--- src/rtl/ofb_ctrl.sv ---
// AES-128 OFB session controller: sequences the shared encrypt core to produce
// the keystream and XORs it onto a plaintext valid/ready stream.
//
// state   | meaning
// IDLE    | waiting for start; key/iv/num_blocks latched on start
// KS_REQ  | one-cycle aes_start with aes_in = feedback register
// KS_WAIT | waiting for aes_done; result becomes keystream and new feedback
// PT_WAIT | pt_ready high; plaintext XOR keystream registered on handshake
// OUT     | ct_valid high until ct_ready; block count advances on handshake
// FIN     | one-cycle done pulse, then back to IDLE
module ofb_ctrl #(
  parameter int NBLK_W = 16
) (
  input  logic              clk,
  input  logic              rst,
  input  logic              start,
  input  logic [127:0]      key,
  input  logic [127:0]      iv,
  input  logic [NBLK_W-1:0] num_blocks,
  input  logic [127:0]      pt_data,
  input  logic              pt_valid,
  output logic              pt_ready,
  output logic [127:0]      ct_data,
  output logic              ct_valid,
  input  logic              ct_ready,
  output logic              aes_start,
  output logic [127:0]      aes_key,
  output logic [127:0]      aes_in,
  input  logic [127:0]      aes_out,
  input  logic              aes_done,
  output logic              busy,
  output logic              done,
  output logic [NBLK_W-1:0] blk_cnt
);

  typedef enum logic [2:0] {
    IDLE    = 3'd0,
    KS_REQ  = 3'd1,
    KS_WAIT = 3'd2,
    PT_WAIT = 3'd3,
    OUT     = 3'd4,
    FIN     = 3'd5
  } state_t;

  state_t              r_state;
  state_t              w_state_nxt;
  logic [127:0]        r_key;
  logic [127:0]        r_fb;
  logic [127:0]        r_ks;
  logic [127:0]        r_ct;
  logic [NBLK_W-1:0]   r_nblk;
  logic [NBLK_W-1:0]   r_cnt;
  logic [NBLK_W-1:0]   w_cnt_inc;

  // num_blocks = 0 naturally means 2^NBLK_W: the incremented count wraps to 0
  assign w_cnt_inc = r_cnt + {{(NBLK_W-1){1'b0}}, 1'b1};

  always_ff @(posedge clk or posedge rst) begin
    if (rst) begin
      r_state <= IDLE;
      r_key   <= '0;
      r_fb    <= '0;
      r_ks    <= '0;
      r_ct    <= '0;
      r_nblk  <= '0;
      r_cnt   <= '0;
    end else begin
      r_state <= w_state_nxt;
      case (r_state)
        IDLE: begin
          if (start) begin
            r_key  <= key;
            r_fb   <= iv;
            r_nblk <= num_blocks;
            r_cnt  <= '0;
          end
        end
        KS_WAIT: begin
          if (aes_done) begin
            r_ks <= aes_out;
            r_fb <= aes_out;
          end
        end
        PT_WAIT: begin
          if (pt_valid) r_ct <= pt_data ^ r_ks;
        end
        OUT: begin
          if (ct_ready) r_cnt <= w_cnt_inc;
        end
        default: ;
      endcase
    end
  end

  always_comb begin
    w_state_nxt = r_state;
    aes_start   = 1'b0;
    pt_ready    = 1'b0;
    ct_valid    = 1'b0;
    done        = 1'b0;
    busy        = (r_state != IDLE);
    case (r_state)
      IDLE:    if (start) w_state_nxt = KS_REQ;
      KS_REQ: begin
        aes_start   = 1'b1;
        w_state_nxt = KS_WAIT;
      end
      KS_WAIT: if (aes_done) w_state_nxt = PT_WAIT;
      PT_WAIT: begin
        pt_ready = 1'b1;
        if (pt_valid) w_state_nxt = OUT;
      end
      OUT: begin
        ct_valid = 1'b1;
        if (ct_ready) w_state_nxt = (w_cnt_inc == r_nblk) ? FIN : KS_REQ;
      end
      FIN: begin
        done        = 1'b1;
        w_state_nxt = IDLE;
      end
      default: w_state_nxt = IDLE;
    endcase
  end

  assign aes_key = r_key;
  assign aes_in  = r_fb;
  assign ct_data = r_ct;
  assign blk_cnt = r_cnt;

endmodule

--- config.mk ---
export PLATFORM = sky130hd
export DESIGN_NAME = ofb_ctrl
export DESIGN_NICKNAME = d
export VERILOG_FILES = /design/src/rtl/ofb_ctrl.sv
export SDC_FILE = /design/constraint.sdc
export NUM_CORES = 1
export LEC_CHECK = 0
export CORE_AREA = 2 2 366 368
export CTS_CLUSTER_SIZE = 8
export DETAILED_ROUTE_END_ITERATION = 10
export DIE_AREA = 0 0 368 370
export MAX_ROUTING_LAYER = met4
export PLACE_DENSITY_LB_ADDON = 0.05
export REMOVE_ABC_BUFFERS = 1
export SLEW_MARGIN = 20
export SYNTH_ARGS = -nofsm -noshare
export SYNTH_HDL_FRONTEND = slang
export SYNTH_SLANG_ARGS = --single-unit
--- constraint.sdc ---
create_clock -name clk -period 36 [get_ports clk]
set_input_delay 7.2 -clock clk [delete_from_list [all_inputs] [get_ports clk]]
set_output_delay 7.2 -clock clk [all_outputs]
set_load 0.03 [all_outputs]
==> results.ini <==
[synthesis]
ys_types = 49
yosysSeqAreaShare_pct = 59.5
synth_area_per_cell_um2 = 12.4
async_reset_ff_share_pct = 100
synth_top_area_cell = dfrtp_1
synth_area_leaders = dfrtp_1, mux2_2, mux2i_1, xnor2_1, o21ai_0
ys_ff_latch = 547
netlist_area_um2 = 23000
synth_flop_cell = dfrtp_1
synth_edf_count = 0
yosysWarnings = 0
syn-instance-count = 1857
synth_top_cell_area_share_pct = 59.5

[timing]
period_share_pct = 29.0
finalMaxSlewViolations = 0
slew_headroom_pct = 22.7
rsz0062_at_grt = false
setup_viol = 0
setup_tns_ns = 0
hold_viol = 0
worst_clock_skew_ns = 0.0318
worst_pin_slew_ns = 1.16
fin_hold_ws_ns = 0.475
fmax_mhz = 95.9
fin_crit_ns = 10.42

[final_layout]
fin_cells = 4599
fin_util_pct = 27.5
layout_commonest_cell = clkdlybuf4s50_1
drive_gt1_share_pct = 13.5
area_growth_pct = 58.4
nets = 3320
layout_common_cells = clkdlybuf4s50_1, dfrtp_1, mux2_2, nand2_1, o21ai_0

[min_path]
hold_path_end = ct_data[50]
min_path_type = flop to flop
holdPathStages = 2
holdCritStartpoint = ct_data[50]

[setup_path]
worstPathCellList = clkdlybuf4s50_1 > inv_8 > buf_4 > buf_4 > buf_6 > buf_4
reg2reg_setup_slack_ns = 31.74
crit_type = input port to async pin
reg2reg_depth = 7
worst-path-max-fanout = 104
cpPeakStageDelay_ns = 0.76
cp-end-kind = async pin
crit_required_ns = 36.72
critical-path-slowest-cell = buf_4
cp.arrival_ns = 11.14
cp-start-kind = input port
regToRegEndpoint = aes_in[100]
crit_top_cell = buf_4
reg2reg_from = r_state[2]

[power_and_ir_drop]
irDropWorstVdd_mv = 0.0496
power_density_nw_per_um2 = 95.6
p_leak_nw = 14.3

[floorplanning]
rows = 134
io_pins = 939
core_um2 = 132000
fp.dieArea_um2 = 136000
start_util_pct = 17.4
dieHeight_um = 370
die_x_um = 368

[clock_tree]
cts_sinks = 547
clk_pin_slew_ns = 0.05
cts_tree = built
cts_made_buffers = 80
cts_setup_buffers = 0
cts-htree-levels = 3
insertion_delay_ns = 0.66
cts_buffer_depth = 3
ctsResizeCount = 0
cts_hold_buf = 0
clockRootBuffer = clkbuf_16

[routing]
drcViolationCount = 0
first_iter_violations = 594
wirelength_mm = 102
ant_nets = 0
viasPerCell = 3.83
dr.pass1.iters = 5
post_drt_wl_per_cell_um = 22.2
route.vias.total = 17600

[global_routing]
grt_use_total_pct = 15.1
grt_pass1_wl_mm = 144
grt_start_max_net_pins = 147
grt_antenna_before_repair = 34
grt-ovfl-total = 0
grt_pass1_vias = 19000

[run]
drv_cap = 0

[placement]
place.gp.congestion = 0.776
place_inst = 4471
dp_hpwl_mm = 78.2
io_buffers = 938

[outcome]
outcome = complete, no violations

-- registers in the layout (all words and copies together) (netlist names) --
register  count
aes_in      128
aes_key     128
blk_cnt      16
ct_data     128
r_ks        128
r_nblk       16
r_state       3
-- report_power, final --
group	internal, mW	total (mW)	leakage, nW	switching (mW)
Clock	0.409	0.701	1.07	0.292
Sequential	0.917	1.10	6.50	0.179
Combinational	0.737	1.68	6.76	0.946
-- area by class of cell --
class,instances,area (um^2)
fillers,13800,96000
flip-flops and latches,547,13700
repair buffers,957,9550
multi-input cells,1195,8680
well taps,1768,2210
clock buffers,99,2120
clock inverters,5,87.6
diodes,24,60.1
inverters,4,22.5
-- kinds of logic after synthesis --
logic type,synth area share (%)
flops,59.5
simple gates,6.01
compound gates,6.87
mux,18.9
xor+xnor,5.75
buf+inv,2.85
fa+ha+maj,0.0979
-- per-layer routing --
| metal | part of all wire (%) | global-route usage, % |
|---|---|---|
| met1 | 35 | 15.0 |
| met2 | 53 | 27.2 |
| met3 | 9.6 | 6.58 |
| met4 | 2.0 | 3.16 |
| met5 | 0 | - |
-- cells in the mapped netlist, types with 7 or more instances --
cell type / instances
dfrtp_1: 547
mux2_2: 260
nand2_1: 152
o21ai_0: 150
nor2_1: 146
xnor2_1: 141
a21oi_1: 131
mux2i_1: 128
buf_2: 64
clkbuf_1: 25
buf_6: 17
mux2_1: 12
xor2_1: 10
nand3_1: 8
nor3_1: 7
-- critical path: cells and delay by family --
family / cells / cell delay, ns
buffers and inverters: 6 / 3.69
-- stage by stage --
stage               area, um^2  setup WS [ns]  power (mW)
global placement         34100          24.38        2.81
floorplan                22400          13.51        2.13
detailed placement       34100          24.30        2.83
finish                   36400          25.58        3.48
global route             36400          24.96        3.71
CTS                      36400          25.03        3.57
-- worst max path at each step --
stage | startpoint | endpoint | cells after the start
detailed placement | rst | r_ks[116] | 6
CTS | rst | aes_in[46] | 6
finish | rst | r_ks[116] | 6
floorplan | rst | aes_in[0] | 1
global route | rst | ct_data[65] | 6
global placement | rst | ct_data[65] | 6
(Power assumes the default switching activity.)
